===== config.mk =====
export PLATFORM = sky130hd
export DESIGN_NAME = alu_arbiter_flat
export DESIGN_NICKNAME = d
export VERILOG_FILES = /design/src/rtl/alu_arbiter_if.sv /design/src/rtl/alu_arbiter.sv /design/src/flat_wrapper.sv
export SDC_FILE = /design/constraint.sdc
export NUM_CORES = 1
export LEC_CHECK = 0
export ABC_AREA = 1
export BUFFER_PORTS_ARGS = -buffer_cell sky130_fd_sc_hd__buf_2
export CAP_MARGIN = 20
export CORE_AREA = 2 2 133 135
export DETAILED_ROUTE_END_ITERATION = 6
export DIE_AREA = 0 0 135 137
export MAX_ROUTING_LAYER = met4
export PLACE_DENSITY = 0.8
export SYNTH_ARGS = -nofsm -noshare
export SYNTH_HDL_FRONTEND = slang
export SYNTH_SLANG_ARGS = --single-unit

===== constraint.sdc =====
create_clock -name clk -period 2.1 [get_ports clk]
set_clock_uncertainty 0.15 [all_clocks]
set_input_delay 0.105 -clock clk [delete_from_list [all_inputs] [get_ports clk]]
set_output_delay 0.105 -clock clk [all_outputs]
set_load 0.02 [all_outputs]

===== src/rtl/alu_arbiter_if.sv =====
// alu_arbiter_if: bundles the two request channels, the shared-ALU link and
// the response channel of alu_arbiter.
//   r0_* / r1_*  : request channels (valid, ready, a, b, sel)
//   alu_*        : registered operands out, combinational result back
//   rsp_*        : tagged response channel
// Modports: slave = the arbiter, master = requesters, ALU and consumer.
interface alu_arbiter_if;
  logic        r0_valid;
  logic        r0_ready;
  logic [31:0] r0_a;
  logic [31:0] r0_b;
  logic [2:0]  r0_sel;
  logic        r1_valid;
  logic        r1_ready;
  logic [31:0] r1_a;
  logic [31:0] r1_b;
  logic [2:0]  r1_sel;
  logic [31:0] alu_a;
  logic [31:0] alu_b;
  logic [2:0]  alu_sel;
  logic [31:0] alu_result;
  logic        rsp_valid;
  logic        rsp_ready;
  logic        rsp_id;
  logic [31:0] rsp_result;
  logic [1:0]  rsp_offset;
  logic [31:0] rsp_address;
  logic        rsp_err;

  modport slave (
    input  r0_valid, r0_a, r0_b, r0_sel,
    input  r1_valid, r1_a, r1_b, r1_sel,
    input  alu_result, rsp_ready,
    output r0_ready, r1_ready,
    output alu_a, alu_b, alu_sel,
    output rsp_valid, rsp_id, rsp_result, rsp_offset, rsp_address, rsp_err
  );

  modport master (
    output r0_valid, r0_a, r0_b, r0_sel,
    output r1_valid, r1_a, r1_b, r1_sel,
    output alu_result, rsp_ready,
    input  r0_ready, r1_ready,
    input  alu_a, alu_b, alu_sel,
    input  rsp_valid, rsp_id, rsp_result, rsp_offset, rsp_address, rsp_err
  );
endinterface


===== src/rtl/alu_arbiter.sv =====
// alu_arbiter: shares one combinational ALU between the execute stage
// (requester 0) and the load/store address generator (requester 1).
// One operation is in flight at a time: IDLE (arbitrate) -> EXEC (ALU runs
// on registered operands) -> RESP (hold the response until taken).
// Ports:
//   clk, rst_n  : clock, asynchronous active-low reset
//   bus         : alu_arbiter_if.slave (requests, ALU link, response)
//   cnt0, cnt1  : saturating accepted-request counters
//   dbg_state   : current FSM state (0 IDLE, 1 EXEC, 2 RESP)
//
// Handshake rule on every channel: a transfer happens on a rising edge where
// valid and ready are both high. A requester keeps its operands stable while
// valid=1 and ready=0; ready never depends on the same channel's operands.
module alu_arbiter #(
  parameter int CNT_W      = 16,
  parameter int FIXED_PRIO = 0
) (
  input  logic             clk,
  input  logic             rst_n,
  alu_arbiter_if.slave     bus,
  output logic [CNT_W-1:0] cnt0,
  output logic [CNT_W-1:0] cnt1,
  output logic [1:0]       dbg_state
);

  typedef enum logic [1:0] {
    IDLE = 2'd0,
    EXEC = 2'd1,
    RESP = 2'd2
  } state_t;

  localparam logic [CNT_W-1:0] CNT_MAX = {CNT_W{1'b1}};

  state_t state;
  state_t state_nxt;
  logic   last_grant;
  logic   owner;
  logic   grant0;
  logic   grant1;
  logic   take;
  logic   sel_legal;

  // Contention goes to the requester that did not win last time, unless the
  // fixed-priority build is selected.
  always_comb begin
    grant0 = 1'b0;
    grant1 = 1'b0;
    if (bus.r0_valid && bus.r1_valid) begin
      if (FIXED_PRIO != 0) grant0 = 1'b1;
      else                 grant0 = last_grant;
      grant1 = !grant0;
    end else begin
      grant0 = bus.r0_valid;
      grant1 = bus.r1_valid;
    end
  end

  assign bus.r0_ready = (state == IDLE) && grant0;
  assign bus.r1_ready = (state == IDLE) && grant1;
  assign take         = bus.r0_ready || bus.r1_ready;

  always_comb begin
    state_nxt = state;
    case (state)
      IDLE:    if (take) state_nxt = EXEC;
      EXEC:    state_nxt = RESP;
      RESP:    if (bus.rsp_ready) state_nxt = IDLE;
      default: state_nxt = IDLE;
    endcase
  end

  always_ff @(posedge clk or negedge rst_n) begin
    if (!rst_n) state <= IDLE;
    else        state <= state_nxt;
  end

  // Codes 110 and 111 have no ALU function.
  assign sel_legal = !(bus.alu_sel[2] && bus.alu_sel[1]);

  always_ff @(posedge clk or negedge rst_n) begin
    if (!rst_n) begin
      last_grant     <= 1'b1;
      owner          <= 1'b0;
      bus.alu_a      <= '0;
      bus.alu_b      <= '0;
      bus.alu_sel    <= '0;
      bus.rsp_result <= '0;
      bus.rsp_err    <= 1'b0;
      cnt0           <= '0;
      cnt1           <= '0;
    end else begin
      if (take) begin
        last_grant  <= grant1;
        owner       <= grant1;
        bus.alu_a   <= grant1 ? bus.r1_a   : bus.r0_a;
        bus.alu_b   <= grant1 ? bus.r1_b   : bus.r0_b;
        bus.alu_sel <= grant1 ? bus.r1_sel : bus.r0_sel;
        if (grant0 && (cnt0 != CNT_MAX)) cnt0 <= cnt0 + CNT_W'(1);
        if (grant1 && (cnt1 != CNT_MAX)) cnt1 <= cnt1 + CNT_W'(1);
      end
      if (state == EXEC) begin
        bus.rsp_result <= sel_legal ? bus.alu_result : 32'd0;
        bus.rsp_err    <= !sel_legal;
      end
    end
  end

  // owner only changes on a handshake, which cannot happen in RESP, so the
  // response tag is stable for as long as rsp_valid is high.
  assign bus.rsp_valid   = (state == RESP);
  assign bus.rsp_id      = owner;
  assign bus.rsp_offset  = bus.rsp_result[1:0];
  assign bus.rsp_address = {bus.rsp_result[31:2], 2'b00};
  assign dbg_state       = state;

endmodule

===== src/flat_wrapper.sv =====
// flat-port wrapper written by rule: the top's interface ports become plain ports
module alu_arbiter_flat 
#(
  parameter int CNT_W      = 16,
  parameter int FIXED_PRIO = 0
)
  (clk, rst_n, cnt0, cnt1, dbg_state, bus_r0_valid, bus_r0_a, bus_r0_b, bus_r0_sel, bus_r1_valid, bus_r1_a, bus_r1_b, bus_r1_sel, bus_alu_result, bus_rsp_ready, bus_r0_ready, bus_r1_ready, bus_alu_a, bus_alu_b, bus_alu_sel, bus_rsp_valid, bus_rsp_id, bus_rsp_result, bus_rsp_offset, bus_rsp_address, bus_rsp_err);
  alu_arbiter_if bus_i ();
  input  logic clk;
  input  logic rst_n;
  output logic [CNT_W-1:0] cnt0;
  output logic [CNT_W-1:0] cnt1;
  output logic [1:0] dbg_state;
  input wire logic [$bits(bus_i.r0_valid)-1:0] bus_r0_valid;
  input wire logic [$bits(bus_i.r0_a)-1:0] bus_r0_a;
  input wire logic [$bits(bus_i.r0_b)-1:0] bus_r0_b;
  input wire logic [$bits(bus_i.r0_sel)-1:0] bus_r0_sel;
  input wire logic [$bits(bus_i.r1_valid)-1:0] bus_r1_valid;
  input wire logic [$bits(bus_i.r1_a)-1:0] bus_r1_a;
  input wire logic [$bits(bus_i.r1_b)-1:0] bus_r1_b;
  input wire logic [$bits(bus_i.r1_sel)-1:0] bus_r1_sel;
  input wire logic [$bits(bus_i.alu_result)-1:0] bus_alu_result;
  input wire logic [$bits(bus_i.rsp_ready)-1:0] bus_rsp_ready;
  output wire logic [$bits(bus_i.r0_ready)-1:0] bus_r0_ready;
  output wire logic [$bits(bus_i.r1_ready)-1:0] bus_r1_ready;
  output wire logic [$bits(bus_i.alu_a)-1:0] bus_alu_a;
  output wire logic [$bits(bus_i.alu_b)-1:0] bus_alu_b;
  output wire logic [$bits(bus_i.alu_sel)-1:0] bus_alu_sel;
  output wire logic [$bits(bus_i.rsp_valid)-1:0] bus_rsp_valid;
  output wire logic [$bits(bus_i.rsp_id)-1:0] bus_rsp_id;
  output wire logic [$bits(bus_i.rsp_result)-1:0] bus_rsp_result;
  output wire logic [$bits(bus_i.rsp_offset)-1:0] bus_rsp_offset;
  output wire logic [$bits(bus_i.rsp_address)-1:0] bus_rsp_address;
  output wire logic [$bits(bus_i.rsp_err)-1:0] bus_rsp_err;
  assign bus_i.r0_valid = bus_r0_valid;
  assign bus_i.r0_a = bus_r0_a;
  assign bus_i.r0_b = bus_r0_b;
  assign bus_i.r0_sel = bus_r0_sel;
  assign bus_i.r1_valid = bus_r1_valid;
  assign bus_i.r1_a = bus_r1_a;
  assign bus_i.r1_b = bus_r1_b;
  assign bus_i.r1_sel = bus_r1_sel;
  assign bus_i.alu_result = bus_alu_result;
  assign bus_i.rsp_ready = bus_rsp_ready;
  assign bus_r0_ready = bus_i.r0_ready;
  assign bus_r1_ready = bus_i.r1_ready;
  assign bus_alu_a = bus_i.alu_a;
  assign bus_alu_b = bus_i.alu_b;
  assign bus_alu_sel = bus_i.alu_sel;
  assign bus_rsp_valid = bus_i.rsp_valid;
  assign bus_rsp_id = bus_i.rsp_id;
  assign bus_rsp_result = bus_i.rsp_result;
  assign bus_rsp_offset = bus_i.rsp_offset;
  assign bus_rsp_address = bus_i.rsp_address;
  assign bus_rsp_err = bus_i.rsp_err;
  alu_arbiter #(.CNT_W(CNT_W), .FIXED_PRIO(FIXED_PRIO)) u_core (.clk(clk), .rst_n(rst_n), .bus(bus_i), .cnt0(cnt0), .cnt1(cnt1), .dbg_state(dbg_state));
endmodule

==> impl_metrics.env, run 1 <==
export IMPL_critPathTopFamily="simple AND/OR/NAND/NOR gates"
export IMPL_tightest_slew_ns=0.6783
export IMPL_clkTransAtPathRegs_ns=0.06
export IMPL_drive_gt1_frac=0.3369
export IMPL_multi_input_area_um2=2800
export IMPL_peakVddDrop_v=0.0008921
export IMPL_p_switching_mw=6.246
export IMPL_synth_compound_area_frac=0.1139
export IMPL_drv_cap=0
export IMPL_grt_usage=0.2873
export IMPL_cts_made_buffers=17
export IMPL_max_freq_ghz=0.5131
export IMPL_initial_core_util=0.4001
export IMPL_fin_nets=1457
export IMPL_vias_per_cell=5.303
export IMPL_synth_simple_area_share=0.2717
export IMPL_drtIter0Drc=531
export IMPL_ant_nets=0
export IMPL_globalRoute_totalOverflow=0
export IMPL_crit_buf_inv=0
export IMPL_antenna_found_initial=1
export IMPL_synth_adder_area_share=0.003667
export IMPL_power_frac_comb=0.466
export IMPL_status="complete, no violations"
export IMPL_synth_ff_type="dfrtp_1"
export IMPL_grt_pass1_wl_um=40380
export IMPL_finalHoldViolCount=0
export IMPL_gp_congestion=0.8783
export IMPL_syn_area_um2=6824
export IMPL_vias=8077
export IMPL_drc_errors=0
export IMPL_intPower_mw=8.046
export IMPL_ios=343
export IMPL_n_fill_cell=1244
export IMPL_r2r_end="u_core.cnt1[10]"
export IMPL_p_sw_frac=0.4370
export IMPL_r2r_cells=8
export IMPL_wl_per_cell_um=17.59
export IMPL_yosys_warnings=0
export IMPL_slew_headroom=0.5478
export IMPL_clockPowerShare=0.221
export IMPL_synth_mux_area_frac=0
export IMPL_num_rows=48
export IMPL_synth_xor_area_frac=0.01925
export IMPL_clock_latency_ns=0.41
export IMPL_period_share=0.9281
export IMPL_area_sequential_um2=3405
export IMPL_wl_um=26790
export IMPL_syn2layout_area_growth_pct=60.56
export IMPL_arrival_ns=2.14
export IMPL_cp_end_kind="register"
export IMPL_clock_sinks=136
export IMPL_layout_cells_most_common="buf_2"
export IMPL_critPathSlowestCell="a21oi_2"
export IMPL_reg2reg_slack_ns=0.15
export IMPL_dieArea_um2=18500
export IMPL_crit_type="reg2reg"
export IMPL_cp_slowest_stage_delay_ns=0.50
export IMPL_setup_ws_ns=0.1510
export IMPL_grt_pass1_vias=7951
export IMPL_cellLeakagePower_nw=5.518
export IMPL_crit_chain="ha_1, nand2_1, nor2_2, nand2_2, nor2_4, a21oi_2, nand2_1, nand2_1"
export IMPL_async_flop_share=1.000
export IMPL_path_max_fanout=12
export IMPL_synth_edf_count=0
export IMPL_crit_required_ns=2.30
export IMPL_yosysSeqAreaShare=0.4989
export IMPL_setup_violations=0
export IMPL_start_kind="register"
export IMPL_coreArea_um2=17060
export IMPL_synth_top_family_by_area="simple AND/OR/NAND/NOR gates"
export IMPL_rsz0062_at_grt="false"
export IMPL_pwr_share_seq=0.313
export IMPL_syn_inst=801
export IMPL_ys_ff_latch=136
export IMPL_synth_cell_types=32
export IMPL_slew_viol_final=0
export IMPL_reg2reg_from="u_core.cnt1[0]"
export IMPL_period_needed_ns=1.949
export IMPL_die_y_um=137
export IMPL_cts_tree="yes"
export IMPL_clockBufferDepth=2
export IMPL_mostFrequentLayoutCells="buf_2, nand2_1, dlygate4sd3_1, dfrtp_1, nor2_1"
export IMPL_place_ws_ns=0.01274
export IMPL_avgSynthCellArea_um2=8.519
export IMPL_place_port_buffers=340
export IMPL_root_buffer="clkbuf_16"
export IMPL_dp_hpwl_um=15430
export IMPL_crit_top_cell="nand2_1"
export IMPL_hp_class="in2async"
export IMPL_die_width_um=135
export IMPL_fin_tns_setup_ns=0
export IMPL_grt_max_degree=68
export IMPL_p_per_area_nw_per_um2=1304
export IMPL_htree_num_levels=4
export IMPL_first_pass_iters=6
[worst register-to-register path: cells and delay by family, from the launching register on]
family,cells,cell delay [ns]
fa+ha+maj,1,0.27
simple gates,6,0.51
flops,1,0.45
compound gates,1,0.50
[final cells by class]
type / count / area share
tap: 225 / 0.02569
antenna: 1 / 0.0002284
sequential: 136 / 0.3107
clock inverter: 11 / 0.01576
clock buffer: 21 / 0.04111
inverter: 28 / 0.009821
multi-input combinational: 557 / 0.2556
timing repair buffer: 544 / 0.3411
[sequential cells by signal, indices dropped and copies added (netlist names)]
register and count:
u_core.bus.alu_sel 3, u_core.dbg_state 2, u_core.bus.rsp_id 1, u_core.last_grant 1, u_core.bus.rsp_err 1, u_core.bus.alu_a 32
u_core.bus.alu_b 32, u_core.cnt0 16, u_core.bus.rsp_result 32, u_core.cnt1 16
[how the worst max path moves through the flow]
stage,start,endpoint,cells past startpoint
2_1_floorplan,u_core.cnt0[0],u_core.cnt0[2],10
5_1_grt,u_core.cnt1[0],u_core.cnt1[10],8
3_5_place_dp,u_core.cnt0[0],u_core.cnt0[13],8
4_1_cts,u_core.cnt1[0],u_core.cnt1[10],8
3_3_place_gp,u_core.cnt0[0],u_core.cnt0[14],8
6_report,u_core.cnt1[0],u_core.cnt1[10],8
[power by group through the flow]
stage               sequential, mW  combinational [mW]  clock [mW]
global placement              4.40                6.15           0
detailed placement            4.43                6.23           0
CTS                           4.40                6.49        3.21
floorplan                     5.58                3.03           0
finish                        4.47                6.66        3.16
global route                  4.56                7.13        3.33
[cell families (layout without fill, tap and decap cells)]
kind of cell,after synthesis,count (layout)
AO/OA/AOI/OAI,110,110
XOR/XNOR,15,15
adder cells (fa/ha/maj),2,2
buffers and inverters,109,604
flip-flops,136,136
other,1,3
AND/OR/NAND/NOR,428,428
[per-stage QoR]
step / power (mW) / cell area (µm²) / utilization / cells / hold slack, ns
floorplan: 8.614 / 6828 / - / 802 / -0.3406
global placement: 10.55 / 8635 / 0.5062 / 1321 / -0.04554
detailed placement: 10.65 / 8635 / 0.5062 / 1321 / -0.04198
CTS: 14.09 / 10950 / 0.6422 / 1522 / 0.07647
global route: 15.03 / 10960 / 0.6424 / 1523 / 0.1053
finish: 14.29 / 10960 / 0.6424 / 1523 / 0.08388
[synth_stat cells (2+ instances only)]
| master | n | area (µm²) |
|---|---|---|
| inv_1 | 25 | 93.84 |
| a31oi_1 | 67 | 419.2 |
| buf_4 | 41 | 307.8 |
| a22o_1 | 32 | 280.3 |
| buf_2 | 20 | 100.1 |
| nand4_1 | 8 | 50.05 |
| xor2_1 | 4 | 35.03 |
| nor2_1 | 97 | 364.1 |
| nand3_1 | 84 | 420.4 |
| clkbuf_1 | 15 | 56.30 |
| nor2_4 | 6 | 67.56 |
| ha_1 | 2 | 25.02 |
| nand2_1 | 212 | 795.8 |
| buf_12 | 2 | 40.04 |
| o21ai_0 | 8 | 40.04 |
| nand2_2 | 11 | 68.82 |
| inv_2 | 3 | 11.26 |
| nand2_4 | 3 | 33.78 |
| buf_1 | 2 | 7.510 |
| xnor2_1 | 11 | 96.34 |
| nor2_2 | 3 | 18.77 |
| dfrtp_1 | 135 | 3378 |
[per-layer routing]
metal / GRT usage / share of wire / up-vias
li1: - / - / 3614
met1: 0.3269 / 0.37 / 3794
met2: 0.4656 / 0.49 / 568
met3: 0.07556 / 0.096 / 101
met4: 0.1551 / 0.040 / 0
met5: - / 0 / -
[timing repair]
action | in CTS | in global routing
setup buffers | 0 | 0
hold buffers | 169 | 0
hold endpoints to repair | 241 | 0
resized for setup | 1 | 0
endpoints found under the setup margin | 10 | 0
(Power assumes the default switching activity.)
==> run 2, diff against run 1 <==
--- a/config.mk
+++ b/config.mk
@@ -8,11 +8,12 @@
 export ABC_AREA = 1
 export BUFFER_PORTS_ARGS = -buffer_cell sky130_fd_sc_hd__buf_2
 export CAP_MARGIN = 20
-export CORE_AREA = 2 2 133 135
+export CORE_AREA = 2 2 134 136
+export CTS_BUF_LIST = sky130_fd_sc_hd__clkbuf_4
 export DETAILED_ROUTE_END_ITERATION = 6
-export DIE_AREA = 0 0 135 137
+export DIE_AREA = 0 0 136 138
 export MAX_ROUTING_LAYER = met4
-export PLACE_DENSITY = 0.8
+export PLACE_DENSITY = 0.79
 export SYNTH_ARGS = -nofsm -noshare
 export SYNTH_HDL_FRONTEND = slang
 export SYNTH_SLANG_ARGS = --single-unit
==> run 2 against run 1 <==
- flip-flop and latch count did not move
- clock power shrank 35%
- via count down 2.3%
- final cell count shrank 0.13%
- utilization shrank 3.7 points
- die area increased by 1.5%
- combinational power fell by 2%
- worst setup slack worse by 0.021 ns
- critical path depth decreased by 2
- largest cell class unchanged
==> impl_metrics.env, run 2 (synthesis gave the netlist of run 1 again) <==
export IMPL_finalHoldViolCount=0
export IMPL_status="complete, no violations"
export IMPL_crit_required_ns=2.41
export IMPL_hp_class="in2reg"
export IMPL_crit_type="reg2reg"
export IMPL_place_port_buffers=340
export IMPL_grt_max_degree=68
export IMPL_p_per_area_nw_per_um2=1227
export IMPL_reg2reg_slack_ns=0.13
export IMPL_clkTransAtPathRegs_ns=0.12
export IMPL_critPathLaunch="u_core.last_grant"
export IMPL_clock_sinks=136
export IMPL_r2r_end="u_core.cnt0[3]"
export IMPL_max_freq_ghz=0.5076
export IMPL_period_needed_ns=1.970
export IMPL_crit_chain="o21ai_4, dlygate4sd3_1, nor2_4, buf_4, nand3_1, nand2_1"
export IMPL_fin_nets=1450
export IMPL_cellLeakagePower_nw=5.336
export IMPL_dieArea_um2=18770
export IMPL_cts_made_buffers=17
export IMPL_clock_latency_ns=0.53
export IMPL_arrival_ns=2.28
export IMPL_hold_ws_ns=0.1866
export IMPL_mostFrequentLayoutCells="buf_2, nand2_1, dlygate4sd3_1, dfrtp_1, nor2_1"
export IMPL_start_kind="register"
export IMPL_drtIter0Drc=497
export IMPL_die_width_um=136
export IMPL_wl_per_cell_um=17.32
export IMPL_initial_core_util=0.3892
export IMPL_total_power_mw=13.02
export IMPL_root_buffer="clkbuf_4"
export IMPL_r2r_cells=6
export IMPL_drive_gt1_frac=0.3320
export IMPL_path_max_fanout=5
export IMPL_grt_usage=0.2886
export IMPL_post_dp_cell_area_um2=8519
export IMPL_cts_tree="yes"
export IMPL_ant_nets=0
export IMPL_peakVddDrop_v=0.0007151
export IMPL_cp_end_kind="register"
export IMPL_reg2reg_from="u_core.last_grant"
export IMPL_htree_num_levels=4
export IMPL_clockBufferDepth=2
export IMPL_postLayoutCoreUtil=0.6053
export IMPL_coreArea_um2=17530
export IMPL_vias_per_cell=5.188
export IMPL_grt_pass1_vias=7948
export IMPL_globalRoute_totalOverflow=0
export IMPL_dp_hpwl_um=15550
export IMPL_die_y_um=138
export IMPL_grt_pass1_wl_um=41260
export IMPL_slew_viol_final=0
export IMPL_crit_end="u_core.cnt0[3]"
export IMPL_reg_largest_list="u_core.bus.alu_a: 32 flops, u_core.bus.alu_b: 32 flops, u_core.bus.rsp_result: 32 flops"
export IMPL_slew_headroom=0.4778
export IMPL_syn2layout_area_growth_pct=55.52
export IMPL_antenna_found_initial=2
export IMPL_ios=343
export IMPL_wl_um=26340
export IMPL_period_share=0.9380
export IMPL_setup_violations=0
export IMPL_tightest_slew_ns=0.7833
export IMPL_cp_slowest_stage_delay_ns=0.60
export IMPL_num_rows=49
export IMPL_layout_cells_most_common="buf_2"
export IMPL_vias=7891
export IMPL_gp_congestion=0.8923
export IMPL_rsz0062_at_grt="false"
export IMPL_dpl_cell_count=1314
export IMPL_drc_errors=0
export IMPL_drv_cap=0
export IMPL_first_pass_iters=5
export IMPL_post_route_cell_area_um2=10610
export IMPL_critPathSlowestCell="dlygate4sd3_1"
export IMPL_final_cell_count_no_fill=1521
run 2: cell count changes in the layout (fill, tap and decap cells not counted), moves of 3 or more:
cell,previous run,this run
clkinv_1,0,3
buf_4,29,21
buf_12,6,3
clkbuf_4,0,17
clkbuf_1,3,0
clkbuf_16,17,0
dlygate4sd3_1,169,172
run 2: worst min-delay path by stage:
stage / from / to / slack, ns / cells after the start
after global placement: rst_n / u_core.cnt1[3] / -0.06 / 1
final: bus_alu_result[20] / u_core.bus.rsp_result[20] / 0.19 / 3
after floorplan: rst_n / u_core.bus.alu_a[0] / -0.34 / 0
after global routing: bus_alu_result[30] / u_core.bus.rsp_result[30] / 0.13 / 3
after detailed placement: rst_n / u_core.cnt1[2] / -0.05 / 1
after CTS: bus_alu_result[3] / u_core.bus.rsp_result[3] / 0.11 / 3
run 2: layer usage:
metal	share of wire	up-vias	GRT usage	wire length [µm]
li1	-	3594	-	-
met1	0.37	3650	0.3216	9735
met2	0.47	514	0.4496	12400
met3	0.092	133	0.08618	2412
met4	0.068	0	0.1809	1786
met5	0	-	-	0
run 2: cell type report:
class | count | area (µm²)
Antenna cell | 3 | 7.507
Clock buffer | 17 | 127.6
Clock inverter | 14 | 206.4
Fill cell | 1407 | 6922
Inverter | 28 | 107.6
Multi-Input combinational cell | 557 | 2814
Sequential cell | 136 | 3405
Tap cell | 229 | 286.5
Timing Repair Buffer | 537 | 3659
run 2: through the flow:
stage                     worst slack [ns]  setup TNS [ns]
after floorplan                     0.2748               0
after global placement            -0.04963         -0.4894
after detailed placement            0.2157               0
after CTS                          0.04134               0
after global routing               0.01950               0
final                               0.1301               0
run 2: power by group:
part,internal [mW],switching (mW)
sequential,3.66,0.802
combinational,2.27,4.24
clock,1.05,0.996
run 2: worst max-delay path: cells and delay by family (launching register included):
| family | cells | cell delay (ns) |
|---|---|---|
| buffers and inverters | 2 | 0.77 |
| and+or+nand+nor | 3 | 0.36 |
| DFF | 1 | 0.59 |
| AOI/OAI and AO/OA | 1 | 0.07 |
run 2: what timing repair did:
action / 4_1_cts / 5_1_grt
endpoints found under the setup margin: 0 / 18
hold buffers: 172 / 0
resized for setup: 0 / 6
hold endpoints to repair: 250 / 0
buffers inserted: 0 / 1
==> run 3, diff against run 2 <==
--- a/config.mk
+++ b/config.mk
@@ -8,12 +8,12 @@
 export ABC_AREA = 1
 export BUFFER_PORTS_ARGS = -buffer_cell sky130_fd_sc_hd__buf_2
 export CAP_MARGIN = 20
-export CORE_AREA = 2 2 134 136
+export CORE_AREA = 3 3 131 133
 export CTS_BUF_LIST = sky130_fd_sc_hd__clkbuf_4
 export DETAILED_ROUTE_END_ITERATION = 6
-export DIE_AREA = 0 0 136 138
+export DIE_AREA = 0 0 134 136
 export MAX_ROUTING_LAYER = met4
-export PLACE_DENSITY = 0.79
+export PLACE_DENSITY = 0.82
 export SYNTH_ARGS = -nofsm -noshare
 export SYNTH_HDL_FRONTEND = slang
 export SYNTH_SLANG_ARGS = --single-unit
==> run 3 against run 2 <==
- worst setup slack worse by 0.032 ns
- critical endpoint is now bus_r1_ready
- combinational power is 3% higher
- highest routed layer unchanged
- clock power is 7% higher
- the run now ends with DRC left
==> impl_metrics.env, run 3 (synthesis gave the netlist of run 1 again) <==
export IMPL_finalHoldViolCount=0
export IMPL_wl_um=28100
export IMPL_globalRoute_totalOverflow=0
export IMPL_crit_type="in2out"
export IMPL_arrival_ns=1.75
export IMPL_htree_num_levels=4
export IMPL_post_route_cell_area_um2=10690
export IMPL_coreArea_um2=15940
export IMPL_postLayoutCoreUtil=0.6703
export IMPL_clock_latency_ns=0.53
export IMPL_grt_pass1_wl_um=43610
export IMPL_layout_cells_most_common="buf_2"
export IMPL_period_share=0.9534
export IMPL_drc_errors=1
export IMPL_place_port_buffers=340
export IMPL_drv_cap=0
export IMPL_clockBufferDepth=2
export IMPL_start_kind="input pin"
export IMPL_drive_gt1_frac=0.3336
export IMPL_wl_per_cell_um=18.58
export IMPL_crit_buf_inv=4
export IMPL_crit_required_ns=1.85
export IMPL_die_width_um=134
export IMPL_place_ws_ns=0.1633
export IMPL_fin_nets=1452
export IMPL_die_y_um=136
export IMPL_peakVddDrop_v=0.0006426
export IMPL_drtIter0Drc=666
export IMPL_crit_chain="dlygate4sd3_1, buf_2, buf_4, nand2_2, nor2_4, buf_2"
export IMPL_grt_pass1_vias=8290
export IMPL_gp_congestion=0.8956
export IMPL_cts_made_buffers=17
export IMPL_vias=8176
export IMPL_fin_tns_setup_ns=0
export IMPL_area_sequential_um2=3405
export IMPL_reg_largest_list="u_core.bus.alu_a: 32 flops, u_core.bus.alu_b: 32 flops, u_core.bus.rsp_result: 32 flops"
export IMPL_period_needed_ns=2.002
export IMPL_p_per_area_nw_per_um2=1247
export IMPL_ant_nets=0
export IMPL_antenna_found_initial=1
export IMPL_num_rows=46
export IMPL_syn2layout_area_growth_pct=56.60
export IMPL_n_fill_cell=1095
export IMPL_dp_hpwl_um=16200
export IMPL_grt_usage=0.3120
export IMPL_critPathTopFamily="buffers and inverters"
export IMPL_initial_core_util=0.4280
export IMPL_first_pass_iters=7
export IMPL_mostFrequentLayoutCells="buf_2, nand2_1, dlygate4sd3_1, dfrtp_1, nor2_1"
export IMPL_ios=343
export IMPL_setup_violations=0
export IMPL_multi_input_area_um2=2810
export IMPL_setup_ws_ns=0.09777
export IMPL_clock_sinks=136
export IMPL_hp_class="in2reg"
export IMPL_cp_end_kind="output pin"
export IMPL_crit_top_cell="buf_2"
export IMPL_hold_ws_ns=0.1717
export IMPL_critPathSlowestCell="dlygate4sd3_1"
export IMPL_cts_tree="yes"
export IMPL_cp_slowest_stage_delay_ns=0.52
export IMPL_clkTransAtPathRegs_ns=0.12
export IMPL_cellLeakagePower_nw=5.386
export IMPL_path_max_fanout=28
export IMPL_max_freq_ghz=0.4994
export IMPL_dpl_cell_count=1303
export IMPL_slew_viol_final=0
export IMPL_violations="DRC"
export IMPL_grt_max_degree=68
export IMPL_vias_per_cell=5.407
export IMPL_final_cell_count_no_fill=1512
export IMPL_rsz0062_at_grt="false"
export IMPL_root_buffer="clkbuf_4"
export IMPL_dieArea_um2=18220
export IMPL_post_dp_cell_area_um2=8556
export IMPL_total_power_mw=13.33
export IMPL_status="finished with violations"
==> run 3: cell count changes in the layout (fill, tap and decap cells not counted), sizes merged <==
cell,delta
buf,+2
clkbuf,+1
bufinv,+1
clkinv,-1
diode,+1
==> run 3: layout make-up <==
| type | count | share of cell area |
|---|---|---|
| timing repair buffer | 539 | 0.3481 |
| sequential | 136 | 0.3186 |
| multi-input combinational | 557 | 0.2630 |
| tap | 216 | 0.02529 |
| clock inverter | 14 | 0.02143 |
| clock buffer | 18 | 0.01264 |
| inverter | 28 | 0.01007 |
| antenna | 4 | 0.0009367 |
==> run 3: where the power goes <==
| group | total (mW) | internal [mW] | switching (mW) |
|---|---|---|---|
| logic | 6.70 | 2.32 | 4.38 |
| clock network | 2.19 | 1.19 | 1.00 |
| registers | 4.44 | 3.66 | 0.775 |
| total | 13.3 | 7.17 | 6.16 |
==> run 3: metal layers <==
metal  global-route usage  vias up  routed length [µm]
li1                     -     3606                   -
met3              0.09067      151                3118
met1               0.3544     3783                9873
met5                    -        -                   0
met2               0.4879      636               13300
met4               0.1943        0                1808
==> run 3: worst register-to-register path, cell delays in order (launching register included) <==
cell and delay (ns):
dfstp_2 0.60, nand2_2 0.10, buf_12 0.20, nand3_1 0.13, dlygate4sd3_1 0.55, a31oi_1 0.08
==> run 3: worst paths after layout <==
| kind | to | cells past startpoint | slack (ns) | startpoint |
|---|---|---|---|---|
| worst max-delay path | bus_r1_ready | 6 | 0.1 | bus_r1_valid |
| worst min register to register | u_core.last_grant | 2 | 0.36 | u_core.last_grant |
| worst max register to register | u_core.bus.alu_b[30] | 5 | 0.20 | u_core.last_grant |
| worst min-delay path | u_core.bus.rsp_result[16] | 3 | 0.17 | bus_alu_result[16] |
| max in group asynchronous | u_core.bus.alu_a[6] | 4 | 1.00 | rst_n |
| min in group asynchronous | u_core.last_grant | 3 | 0.53 | rst_n |
==> run 3: what timing repair did <==
action,in CTS,in global routing
endpoints found under the hold margin,253,0
gates resized for setup,0,3
buffers inserted,0,0
endpoints found under the setup margin,0,8
hold buffers,173,0
